**config.mk**
```make
export PLATFORM = sky130hd
export DESIGN_NAME = qracc_sram_arbiter
export DESIGN_NICKNAME = d
export VERILOG_FILES = /design/src/rtl/qracc_pkg.sv /design/src/rtl/rr_arbiter2.sv /design/src/rtl/qracc_sram_arbiter.sv
export SDC_FILE = /design/constraint.sdc
export NUM_CORES = 1
export LEC_CHECK = 0
export ABC_AREA = 1
export ABC_CLOCK_PERIOD_IN_PS = 3150
export BUFFER_PORTS_ARGS = -buffer_cell sky130_fd_sc_hd__clkbuf_2
export CAP_MARGIN = 5
export CORE_AREA = 2 2 88 90
export CTS_CLUSTER_DIAMETER = 120
export DETAILED_ROUTE_END_ITERATION = 10
export DIE_AREA = 0 0 90 92
export HOLD_SLACK_MARGIN = 0.12
export SLEW_MARGIN = 20
export SYNTH_ARGS = -nofsm -noshare
export SYNTH_HDL_FRONTEND = slang
export SYNTH_SLANG_ARGS = --single-unit
```
**constraint.sdc**
```tcl
create_clock -name clk -period 3.15 [get_ports clk]
set_input_delay 0.315 -clock clk [delete_from_list [all_inputs] [get_ports clk]]
set_output_delay 0.315 -clock clk [all_outputs]
set_load 0.1 [all_outputs]
```
**src/rtl/qracc_pkg.sv**
```systemverilog
// qracc_pkg: shared SRAM request/response types and geometry for the QRAcc
// memory subsystem.
//   numRows / numCols   : SRAM geometry (row count, word width)
//   to_sram_t           : request from a master toward the SRAM
//   from_sram_t         : response from the SRAM toward a master
//   qracc_arb_state_t   : state encoding of the two-master SRAM arbiter
package qracc_pkg;

  localparam int numRows = 128;
  localparam int numCols = 32;
  localparam int ADDR_W  = $clog2(numRows);

  typedef struct packed {
    logic              rq_valid_i;
    logic              rq_wr_i;     // 1 = write, 0 = read
    logic [ADDR_W-1:0] addr_i;
    logic [numCols-1:0] wr_data_i;
  } to_sram_t;

  typedef struct packed {
    logic               rq_ready_o;
    logic               rd_valid_o;
    logic [numCols-1:0] rd_data_o;
  } from_sram_t;

  typedef enum logic {
    S_IDLE,
    S_WAIT_RD
  } qracc_arb_state_t;

endpackage

```
**src/rtl/rr_arbiter2.sv**
```systemverilog
// rr_arbiter2: purely combinational two-way round-robin selector.
//   valid_i[1:0] : request valid per requester
//   last_i       : index of the requester granted by the last accepted handshake
//   gnt_o        : index of the selected requester (0 when nobody is valid)
//   any_o        : at least one requester is valid
module rr_arbiter2 (
  input  logic [1:0] valid_i,
  input  logic       last_i,
  output logic       gnt_o,
  output logic       any_o
);

  always_comb begin
    any_o = valid_i[0] | valid_i[1];
    gnt_o = 1'b0;
    if (valid_i[0] && valid_i[1]) begin
      // On a tie, favour whoever did not win last time.
      gnt_o = ~last_i;
    end else if (valid_i[1]) begin
      gnt_o = 1'b1;
    end
  end

endmodule

```
**src/rtl/qracc_sram_arbiter.sv**
```systemverilog
// qracc_sram_arbiter: shares one SRAM slave between two requesters.
// Writes stream through at one per cycle with round-robin on ties; a read
// blocks the slave port until its rd_valid returns or a timeout expires.
//
// Ports:
//   clk        : clock, rising edge
//   nrst       : asynchronous active-low reset
//   m_req_i[i] : request from requester i
//   m_rsp_o[i] : ready / rd_valid / rd_data toward requester i
//   s_req_o    : request forwarded to the SRAM slave
//   s_rsp_i    : SRAM slave response
//   err_o      : sticky error (read timeout or stray rd_valid)
//   gnt_cnt_o  : per-requester accepted-handshake counters, saturating
//                (present only when QRACC_SRAM_ARB_PERF_EN is defined)
module qracc_sram_arbiter
  import qracc_pkg::*;
#(
  parameter int numRows   = qracc_pkg::numRows,
  parameter int numCols   = qracc_pkg::numCols,
  parameter int rdTimeout = 64
) (
  input  logic                 clk,
  input  logic                 nrst,
  input  to_sram_t       [1:0] m_req_i,
  output from_sram_t     [1:0] m_rsp_o,
  output to_sram_t             s_req_o,
  input  from_sram_t           s_rsp_i,
  output logic                 err_o
`ifdef QRACC_SRAM_ARB_PERF_EN
  ,
  output logic [1:0][15:0]     gnt_cnt_o
`endif
);

  localparam int AW   = $clog2(numRows);
  localparam int TO_W = $clog2(rdTimeout + 1);

  qracc_arb_state_t state_q, state_d;
  logic             owner_q, owner_d;
  logic             last_q, last_d;
  logic [TO_W-1:0]  cnt_q, cnt_d;
  logic             err_q, err_d;

  logic [1:0]         valid_vec;
  logic               gnt;
  logic               any_gnt;
  logic               fwd_valid;
  logic               hs;
  logic               sel_wr;
  logic [AW-1:0]      sel_addr;
  logic [numCols-1:0] sel_wdata;
  logic [numCols-1:0] rd_data;

  assign valid_vec = {m_req_i[1].rq_valid_i, m_req_i[0].rq_valid_i};

  rr_arbiter2 u_rr (
    .valid_i (valid_vec),
    .last_i  (last_q),
    .gnt_o   (gnt),
    .any_o   (any_gnt)
  );

  // Request forwarding and per-requester responses.
  always_comb begin
    sel_wr    = m_req_i[gnt].rq_wr_i;
    sel_addr  = m_req_i[gnt].addr_i;
    sel_wdata = m_req_i[gnt].wr_data_i;
    rd_data   = s_rsp_i.rd_data_o;

    // Gating on nrst keeps every valid/ready low while reset is held.
    fwd_valid = nrst && (state_q == S_IDLE) && any_gnt;
    hs        = fwd_valid && s_rsp_i.rq_ready_o;

    s_req_o.rq_valid_i = fwd_valid;
    s_req_o.rq_wr_i    = sel_wr;
    s_req_o.addr_i     = sel_addr;
    s_req_o.wr_data_i  = sel_wdata;

    m_rsp_o[0].rq_ready_o = fwd_valid && (gnt == 1'b0) && s_rsp_i.rq_ready_o;
    m_rsp_o[1].rq_ready_o = fwd_valid && (gnt == 1'b1) && s_rsp_i.rq_ready_o;

    m_rsp_o[0].rd_valid_o = nrst && (state_q == S_WAIT_RD) && (owner_q == 1'b0)
                            && s_rsp_i.rd_valid_o;
    m_rsp_o[1].rd_valid_o = nrst && (state_q == S_WAIT_RD) && (owner_q == 1'b1)
                            && s_rsp_i.rd_valid_o;

    m_rsp_o[0].rd_data_o = rd_data;
    m_rsp_o[1].rd_data_o = rd_data;
  end

  // Next-state logic.
  always_comb begin
    state_d = state_q;
    owner_d = owner_q;
    last_d  = last_q;
    cnt_d   = cnt_q;
    err_d   = err_q;

    case (state_q)
      S_IDLE: begin
        // Nothing is outstanding, so any rd_valid here is stray.
        if (s_rsp_i.rd_valid_o) begin
          err_d = 1'b1;
        end
        if (hs) begin
          last_d = gnt;
          if (!sel_wr) begin
            state_d = S_WAIT_RD;
            owner_d = gnt;
            cnt_d   = '0;
          end
        end
      end

      S_WAIT_RD: begin
        if (s_rsp_i.rd_valid_o) begin
          state_d = S_IDLE;
        end else begin
          cnt_d = cnt_q + TO_W'(1);
          // Counter reaches rdTimeout on this edge: give up on the read.
          if (cnt_q == TO_W'(rdTimeout - 1)) begin
            err_d   = 1'b1;
            state_d = S_IDLE;
          end
        end
      end

      default: begin
        state_d = S_IDLE;
      end
    endcase
  end

  always_ff @(posedge clk or negedge nrst) begin
    if (!nrst) begin
      state_q <= S_IDLE;
      owner_q <= 1'b0;
      last_q  <= 1'b1;
      cnt_q   <= '0;
      err_q   <= 1'b0;
    end else begin
      state_q <= state_d;
      owner_q <= owner_d;
      last_q  <= last_d;
      cnt_q   <= cnt_d;
      err_q   <= err_d;
    end
  end

  assign err_o = err_q;

`ifdef QRACC_SRAM_ARB_PERF_EN
  logic [1:0][15:0] gnt_cnt_q, gnt_cnt_d;

  always_comb begin
    gnt_cnt_d = gnt_cnt_q;
    if (hs && (gnt_cnt_q[gnt] != 16'hFFFF)) begin
      gnt_cnt_d[gnt] = gnt_cnt_q[gnt] + 16'd1;
    end
  end

  always_ff @(posedge clk or negedge nrst) begin
    if (!nrst) begin
      gnt_cnt_q <= '0;
    end else begin
      gnt_cnt_q <= gnt_cnt_d;
    end
  end

  assign gnt_cnt_o = gnt_cnt_q;
`endif

endmodule
```
# After elaboration in Yosys (flattened, before gate mapping)
# Index checks and enable logic that the tools add are counted.
[word_totals]
inputBits = 118
register_bits = 11
word_cells = 53
output_inout_bits = 110
[op_classes]
order_cmp = 1
bitwise = 6
muxes = 17
reduce_logical = 17
add_sub_neg = 1
eq_ne = 6
[ops]
columns = ["op", "count"]
rows = [
  ["$mux 40", 2],
  ["$mux 7", 3],
  ["$pmux 7 s2", 1],
  ["$logic_and 1x1->1", 13],
  ["$mux 1", 9],
  ["$reduce_and 3->1", 3],
  ["$ne 2x2->1 const B", 4],
  ["$add 7x1->7 const B", 1],
  ["$eq 7x6->1 const B", 1],
  ["$not 1->1", 5],
  ["$pmux 1 s2", 2],
  ["$lt 1x2->1 const B", 1],
  ["$ne 2x1->1 const B", 1],
  ["$reduce_and 2->1", 1],
  ["$or 1x1->1", 1],
]

# Logic depth before layout (Yosys ltp)
# Gate-level depths: netlist of the first run.
[logic_depth]
depth_word = 7
depth_mapped = 8
mapped_depth_nobuf = 8

# Hierarchy
# A second synthesis of the first run with hierarchy kept.
[hier_totals]
hier_cells = 275
area_unflattened_um2 = 1620.3
[modules_own_cells]
columns = ["module", "area_per_inst_um2", "instances", "cells_each"]
rows = [
  ["qracc_sram_arbiter", 1605.3, 1, 272],
  ["rr_arbiter2", 15.0, 1, 3],
]

# Worst setup path before layout of the first run
# Ideal clock, no wire load.
[synth_path]
path_type = "flip-flop to output port"
startpoint = "register last_q"
endpoint = "output m_rsp_o[33] (netlist bit)"
path_buffers = 1
t_required_ps = 2835
arrival_ps = 2171
slack_ps = 664
path_stages_with_launch = 6
cell_sequence = "dfstp_2 -> nand2_1 -> nand2_2 -> inv_1 -> buf_2 -> nor2_1"
[synth_rtl]
columns = ["element", "line_no", "rtl"]
rows = [
  ["from (decl)", "qracc_sram_arbiter.sv:40", "logic last_q, last_d;"],
  ["from (signal assigned)", "qracc_sram_arbiter.sv:144", "last_q <= last_d;"],
  ["to (decl)", "qracc_sram_arbiter.sv:25", "output from_sram_t [1:0] m_rsp_o,"],
]

==> out/results.env, run 1 <==
CLOCK_INSERTION_DELAY_WORST_SKEW_NS=0.24
ROUTE.DETAILED.DRC=0
MAX-VDD-IR-DROP_mV=0.1812
DIE-WIDTH_UM=90
WORST_PIN_SLEW_NS=0.5456
STATUS='finished clean'
ENDPOINT_KIND='output pin'
DRTANTENNAVIOLNETS=0
ANTENNA-DIODE-COUNT=0
ROUTED_VIA_DENSITY=3.932
LAYOUT_CELL_SHARE_WITH_DRIVE_STRENGTH_BEYOND_1_PCT=43.75
GRT_START_MAX_NET_PINS=40
GRT-OVFL-TOTAL=0
SYNTHESIS.NETS=407
SYNTHESIS_WARNING_TOTAL=0
PATH_DEPTH=9
GLOBAL_ROUTE.USAGE.TOTAL_PCT=12.48
ANTENNA_FOUND_INITIAL=0
DIEAREA_MM2=0.008280
NUM_IO_PINS=228
ROWS=32
FLOORPLAN.INITIALDENSITY_PCT=22.61
TRITONROUTE_PASS_1_ITERS=4
R2R_CELLS=8
CLOCK.FMAX_MHz=429.6
FP.COREAREA_MM2=0.007447
MAX_CAP_VIOLATIONS=0
DETAILED_PLACE_HPWL_MM=4.563
CRITICAL_PATH.N_BUFFERS_INVERTERS=5
WORSTSETUPPATHTYPE='primary input to output pin'
CLOCK_TREE.BUFFER_DEPTH=2
WORST_HOLD_PATH_TYPE='primary input to register'
REQUIRED_WORST_ENDPOINT_NS=2.83
WORST_SLEW_MARGIN_PCT=63.78
YOSYS.CELL_TYPES.COUNT=23
NFILLCELLS=816
STARTPOINT_TYPE_OF_THE_WORST_SETUP_PATH='primary input'
SETUP_TNS_NS=0
CTS-ROOT-BUF='clkbuf_8'
CRIT_FANOUT=13
CP_DATA_ARRIVAL_TIME_NS=2.01
SKEW_NS=0.002859
WORST_R2R_STARTPOINT='last_q$_DFFE_PN1P_'
DRT_FIRST_ITER_VIOLATIONS=54
ROUTE.FINAL.WIRE_LENGTH_MM=5.264
CELL_FAMILY_CONTRIBUTING_THE_MOST_DELAY_ON_THE_CRITICAL_PATH='buffers and inverters'
SYNTH.CELL_AREA_MM2=0.001684
CRITICAL-PATH-MAX-STAGE-DELAY_NS=0.53
CRITICAL-PATH-SLOWEST-CELL='dlygate4sd3_1'
TIMING.FINAL.MAX_SLEW_VIOLATIONS=0
SHARE_OF_THE_CLOCK_PERIOD_USED_BY_THE_WORST_PATH_AFTER_LAYOUT_PCT=73.90
FIN_AREA_MM2=0.002616
PLACED_CELL_AREA_MM2=0.002561
POST_SYNTH.CELL_AREA_AVG_UM2=5.848
HOLD_PATH_DEPTH=3
CRIT_START='nrst'
LEAKAGE_POWER_TOTAL_nW=1.516
HOLDCRITSTARTPOINT='s_rsp_i[32]'
CTS_INSERTED_BUFFERS=3
IO_BUFFERS=131
GRT_PASS1_VIAS=1754
REPORT.FINAL.HOLD_VIOL_COUNT=0
GRT_PASS1_WL_MM=8.397
CLOCK-SINKS=11
DRT-WIRELENGTH-PER-CELL_UM=11.59
MIN_PERIOD_NS=2.328
SYNTH-SEQ-AREA-SHARE_PCT=16.42
SYN-INSTANCE-COUNT=288
YOSYS_REGISTER_BITS=11
POWER_DENSITY_mW_PER_MM2=486.2
ROUTED-VIA-COUNT=1785
NET_TOTAL_IN_THE_FINAL_LAYOUT=472
CTS.REPAIR.RESIZED=0
PATH_CLK_SLEW_NS=0.05
PWR_TOTAL_W=0.001272
CTS_HTREE_LEVELS=1
HOLD-WORST-SLACK_NS=0.3573
CTS_TREE='yes'
CHIPHEIGHT_UM=92
CELL_CHAIN_OF_THE_CRITICAL_PATH='dlygate4sd3_1 > clkbuf_2 > inv_1 > nor2_1 > nand2_2 > nor2_4 > inv_1 > nor2_1 > buf_12'
SETUP_WS_NS=0.8223
COUNT_OF_ENDPOINTS_FAILING_SETUP_IN_THE_FINAL_REPORT=0
GP_ROUTABILITY_CONGESTION=0.8562
PLACE_WS_NS=1.256
FLOW.AREA_GROWTH_FROM_SYNTHESIS_PCT=55.35
UNREPAIRED_SETUP_ENDPOINTS_AFTER_GLOBAL_ROUTING='false'
## metrics by stage
step	cells	util, %
2_1_floorplan	288	-
3_3_place_gp	449	34.39
3_5_place_dp	449	34.39
4_1_cts	454	35.13
5_1_grt	454	35.13
6_report	454	35.13
## layout make-up
type,count,area [µm²],area share (%)
Tap cell,102,127.6,4.878
Timing Repair Buffer,134,1296,49.55
Inverter,18,67.56,2.582
Multi-Input combinational cell,185,803.3,30.70
Clock buffer,4,45.04,1.722
Sequential cell,11,276.5,10.57
## cells in the mapped netlist
cell | n | area share, %
ha_1 | 1 | 0.74
o21ai_2 | 1 | 0.52
o21ai_0 | 1 | 0.30
clkbuf_1 | 2 | 0.45
nor2_1 | 9 | 2.0
buf_6 | 1 | 0.67
nand3_1 | 9 | 2.7
nand4_1 | 1 | 0.37
inv_1 | 16 | 3.6
buf_2 | 6 | 1.8
o21bai_1 | 1 | 0.45
inv_2 | 2 | 0.45
dfrtp_1 | 10 | 15
nor2_2 | 1 | 0.37
buf_4 | 65 | 29
a21oi_1 | 1 | 0.30
nor2_4 | 2 | 1.3
nor3_1 | 1 | 0.30
dfstp_2 | 1 | 1.6
nand2_1 | 145 | 32
nand2_2 | 4 | 1.5
nand3_2 | 7 | 4.2
or2_1 | 1 | 0.37
## path summary, 6_finish.rpt
kind | end | slack, ns
setup reg to reg | cnt_q[3]$_DFFE_PN0P_ | 1.65
setup / recovery | m_rsp_o[33] | 0.82
hold reg to reg | last_q$_DFFE_PN1P_ | 0.46
hold / removal | err_o$_DFFE_PN0P_ | 0.36
min in group asynchronous | cnt_q[4]$_DFFE_PN0P_ | 0.51
max in group asynchronous | last_q$_DFFE_PN1P_ | 2.35
## cell usage in the layout (no fill, tap or decap), types with 2 or more instances in the layout
cell type | synthesis | routed
dfrtp_1 | 10 | 10
nand3_2 | 7 | 7
buf_4 | 65 | 2
inv_2 | 2 | 2
nor2_1 | 9 | 9
nand2_1 | 145 | 145
nand3_1 | 9 | 9
buf_12 | 0 | 41
clkbuf_2 | 0 | 90
inv_1 | 16 | 16
nor2_4 | 2 | 2
clkbuf_8 | 0 | 3
nand2_2 | 4 | 4
## cells by family after synthesis
group	synth area share [%]
AND/OR/NAND/NOR	45.39
buffers and inverters	35.88
flip-flops	16.42
AO/OA/AOI/OAI	1.560
adder cells (fa/ha/maj)	0.7428
## repair_timing
action                                  in CTS  in global routing
hold buffers                                 1                  0
buffers inserted                             0                  0
endpoints found under the setup margin       0                  0
endpoints found under the hold margin       10                  0
## registers in the layout, indices dropped and copies added, names as in the netlist
signal   flops
err_o        1
owner_q      1
cnt_q        7
last_q       1
state_q      1
## power by group
| part | total [W] | internal, W | switching [W] |
|---|---|---|---|
| clock network | 0.000144 | 0.0000890 | 0.0000545 |
| logic | 0.000945 | 0.000312 | 0.000634 |
| registers | 0.000183 | 0.000162 | 0.0000215 |
## worst reg2reg max path, stage by stage (launching register included)
cell and delay (ns):
dfstp_2 0.53, nand2_1 0.08, nand2_2 0.16, nand2_1 0.07, nand2_1 0.10, nand2_2 0.20, nand2_1 0.17, nand2_1 0.07
nand2_1 0.06
## layer usage
metal,global-route usage [%],wire length (µm),vias to the layer above
li1,-,-,926
met1,13.88,1944,759
met2,22.81,2801,93
met3,3.615,457,7
met4,4.103,60,0
met5,0,0,-
Power figures use the tool's default switching activity.
==> inputs of run 2 (changes only) <==
Settings changed: ABC_AREA 1 to 0, ABC_CLOCK_PERIOD_IN_PS 3150 to 1960, CORE_AREA 2 2 88 90 to 2 2 89 91, DIE_AREA 0 0 90 92 to 0 0 91 93.
Clock period 3.15 ns to 1.96 ns, I/O delays scaled along.
==> run 2 against run 1 <==
Die area rose by 2.2%. Global-route usage fell by 1.9 points. Utilization fell by 1.3 points. Synthesized area fell by 8.5%. Largest power group unchanged. Highest routed layer unchanged. Sequential cell count did not move. Final cell count fell by 24%. Register-to-register slack got worse by 1.4 ns. Sequential share of layout area rose by 0.30 points.
==> out/results.env, run 2 <==
DRTANTENNAVIOLNETS=0  # unchanged
FP.COREAREA_MM2=0.007527  # +1.1%
CLOCK.FMAX_MHz=529.0
GP_ROUTABILITY_CONGESTION=0.7502  # -12%
REQUIRED_WORST_ENDPOINT_NS=1.76  # -1.07 ns
DRT-WIRELENGTH-PER-CELL_UM=13.52  # +17%
GRT-OVFL-TOTAL=0  # unchanged
ANTENNA_FOUND_INITIAL=0  # unchanged
CTS_HTREE_LEVELS=1  # unchanged
SYNTH_COMMONEST_CELLS='buf_4 (65), mux2_2 (39), dfrtp_1 (10)'
SKEW_NS=0.001549  # -0.001310 ns
SETUP_TNS_NS=0  # unchanged
LAYOUT_COMMON_CELLS='clkbuf_2 (88), buf_12 (43), mux2_2 (39), dfrtp_1 (10)'
ROWS=32  # unchanged
CLOCK_TREE.BUFFER_DEPTH=2  # unchanged
NET-SWITCHING-POWER_W=0.001033  # +46%
SYNTH_ASYNC_RESET_RATIO_PCT=100.0  # unchanged
P_INT_W=0.0009707  # +73%
DIEAREA_MM2=0.008463  # +2.2%
TIMING.FINAL.MAX_SLEW_VIOLATIONS=0  # unchanged
MIN_PERIOD_NS=1.890
CRIT_FANOUT=22  # +9
GRT_PASS1_WL_MM=7.127  # -15%
CLOCK_INSERTION_DELAY_WORST_SKEW_NS=0.24  # about the same
SHARE_OF_THE_CLOCK_PERIOD_USED_BY_THE_WORST_PATH_AFTER_LAYOUT_PCT=96.45
DETAILED_PLACE_HPWL_MM=4.015  # -12%
USE_MET3_PCT=4.271  # +0.66 points
SYNTHMOSTINSTANTIATEDCELL='buf_4'
CLOCK-SINKS=11  # unchanged
SWITCHING_SHARE_PCT=51.56  # -4.2 points
PLACED_CELL_AREA_MM2=0.002484  # -3.0%
FIN_AREA_MM2=0.002545  # -2.7%
CHIPHEIGHT_UM=93  # +1.1%
ANTENNA-DIODE-COUNT=0  # unchanged
WORST_SLEW_MARGIN_PCT=62.70  # -1.1 points
DIE-WIDTH_UM=91  # +1.1%
SYNTH_TOP_FLOP_CELL='dfrtp_1'
ROUTED-VIA-COUNT=1398  # -22%
GRT_START_MAX_NET_PINS=23  # -43%
SYNTH-SEQ-AREA-SHARE_PCT=17.95  # +1.5 points
NFILLCELLS=802  # -1.7%
MAX_CAP_VIOLATIONS=0  # unchanged
SYNTHESIS_WARNING_TOTAL=0  # unchanged
LEADING_CELL_TYPES_BY_TOTAL_AREA_AFTER_SYNTHESIS='buf_4 (32%), mux2_2 (29%), dfrtp_1 (16%), dfstp_2 (1.7%), nor2_1 (1.7%)'
COUNT_OF_ENDPOINTS_FAILING_SETUP_IN_THE_FINAL_REPORT=0  # unchanged
FLOW.AREA_GROWTH_FROM_SYNTHESIS_PCT=65.23
ROUTE.FINAL.WIRE_LENGTH_MM=4.637  # -12%
LARGEST_REGISTER='cnt_q'
IO_BUFFERS=131  # unchanged
WORSTSETUPPATHTYPE='register to output pin'
REPORT.FINAL.HOLD_VIOL_COUNT=0  # unchanged
POST_SYNTH.CELL_AREA_AVG_UM2=9.007  # +54%
NUM_IO_PINS=228  # unchanged
NET_TOTAL_IN_THE_FINAL_LAYOUT=361  # -24%
LEAKAGE_POWER_TOTAL_nW=1.221  # -19%
SYN-INSTANCE-COUNT=171  # -41%
GRT_PASS1_VIAS=1436  # -18%
FINAL_COMMON_CELL='clkbuf_2'
GRT_BUSIEST_LAYER='met2'
SYNTH.CELL_AREA_MM2=0.001540  # -8.5%
WORST_HOLD_PATH_TYPE='primary input to register'
LARGEST_REGISTER_FFS=7  # unchanged
SYNTH_EDF_COUNT=0  # unchanged
GLOBAL_ROUTE.USAGE.TOTAL_PCT=10.54  # -1.9 points
CP_DATA_ARRIVAL_TIME_NS=1.69  # -0.32 ns
YOSYS.CELL_TYPES.COUNT=30  # +30%
CTS-ROOT-BUF='clkbuf_8'
TRITONROUTE_PASS_1_ITERS=4  # unchanged
SEQUENTIAL_GROUP_SHARE_OF_TOTAL_POWER_PCT=17.3  # +2.9 points
ROUTE.DETAILED.DRC=0  # unchanged
PATH_CLK_SLEW_NS=0.05  # about the same
FLOORPLAN.INITIALDENSITY_PCT=20.46  # -2.2 points
SYNTH_LARGEST_TYPE_AREA_FRACTION_PCT=31.68  # -0.64 points
GLOBALROUTEMET1UTIL_PCT=12.49  # -1.4 points
SYNTH.LARGEST_AREA_CELL='buf_4'
SYNTHESIS.NETS=290  # -29%
MAX-VDD-IR-DROP_mV=0.3088  # +70%
ROUTED_VIA_DENSITY=4.076  # +3.7%
DRT_FIRST_ITER_VIOLATIONS=36  # -33%
UNREPAIRED_SETUP_ENDPOINTS_AFTER_GLOBAL_ROUTING='false'
LAYOUT_CELL_SHARE_WITH_DRIVE_STRENGTH_BEYOND_1_PCT=75.52  # +32 points
GRT_UTIL_MET2_PCT=17.59  # -5.2 points
ENDPOINT_KIND='output pin'
CTS_INSERTED_BUFFERS=3  # unchanged
STATUS='finished clean'
POWER_DENSITY_mW_PER_MM2=787.4  # +62%
YOSYS_REGISTER_BITS=11  # unchanged
SHARE_COMB_OF_TOTAL_POWER_PCT=71.4  # -2.9 points
POSTCTSSETUPREPAIRBUFS=0  # unchanged
CTS_TREE='yes'
WORST_PIN_SLEW_NS=0.5619  # +0.01627 ns
POWER.SHARE.CLOCK_PCT=11.3  # about the same
STARTPOINT_TYPE_OF_THE_WORST_SETUP_PATH='register'
run 2: kinds of logic after synthesis:
logic type,count (synthesis),share of synthesized area [%]
AO/OA/AOI/OAI,19,9.017
adder cells (fa/ha/maj),1,0.8122
buffers and inverters,75,34.44
flip-flops,11,17.95
multiplexers,42,30.79
AND/OR/NAND/NOR,23,6.987
run 2: worst paths after layout:
| check | from | to | slack (ns) | cells past startpoint |
|---|---|---|---|---|
| max | last_q$_DFFE_PN1P_ | s_req_o[24] | 0.07 | 4 |
| min | s_rsp_i[32] | err_o$_DFFE_PN0P_ | 0.30 | 2 |
| max reg2reg | last_q$_DFFE_PN1P_ | cnt_q[0]$_DFFE_PN0P_ | 0.28 | 5 |
| min reg2reg | err_o$_DFFE_PN0P_ | err_o$_DFFE_PN0P_ | 0.48 | 1 |
| max in group asynchronous | nrst | err_o$_DFFE_PN0P_ | 1.24 | 3 |
| min in group asynchronous | nrst | owner_q$_DFFE_PN0P_ | 0.35 | 2 |
run 2: critical path, stage by stage (launching register included):
cell and delay [ns]:
dfstp_2 0.38, a21boi_4 0.18, buf_4 0.30, mux2_2 0.41
buf_12 0.17
run 2: cell type report:
type	count	area (µm²)	share of cell area (%)
clock buffers	4	45.04	1.770
inverters	6	22.52	0.8850
multi-input cells	85	742.0	29.15
flip-flops and latches	11	276.5	10.87
well taps	102	127.6	5.015
repair buffers	135	1331	52.31
run 2: layer usage:
layer | vias to the layer above | part of all wire (%)
li1 | 667 | -
met1 | 624 | 37
met2 | 98 | 52
met3 | 9 | 10
met4 | 0 | 1.6
met5 | - | 0
run 2: what timing repair did:
item,in CTS,in global routing
resized for setup,0,2
hold buffers,1,0
hold endpoints to repair,11,0
endpoints found under the setup margin,0,1
run 2: power by group through the flow:
stage	sequential (W)	combinational (W)	clock, W
6_report	0.000346	0.00143	0.000227
5_1_grt	0.000356	0.00149	0.000244
4_1_cts	0.000344	0.00144	0.000231
3_5_place_dp	0.000347	0.00144	0
3_3_place_gp	0.000345	0.00143	0
2_1_floorplan	0.000333	0.00153	0
run 2: through the flow:
| stage | util, % | worst slack [ns] | cells | hold WS, ns | total power [W] |
|---|---|---|---|---|---|
| final | 33.81 | 0.06951 | 343 | 0.2976 | 0.002004 |
| after global routing | 33.81 | 0.003545 | 343 | 0.3066 | 0.002086 |
| after global placement | 33.00 | 0.3284 | 338 | 0.03304 | 0.001772 |
| after CTS | 33.73 | 0.01181 | 343 | 0.2901 | 0.002017 |
| after detailed placement | 33.00 | 0.2802 | 338 | 0.03587 | 0.001783 |
| after floorplan | - | 0.05889 | 171 | -0.09959 | 0.001863 |
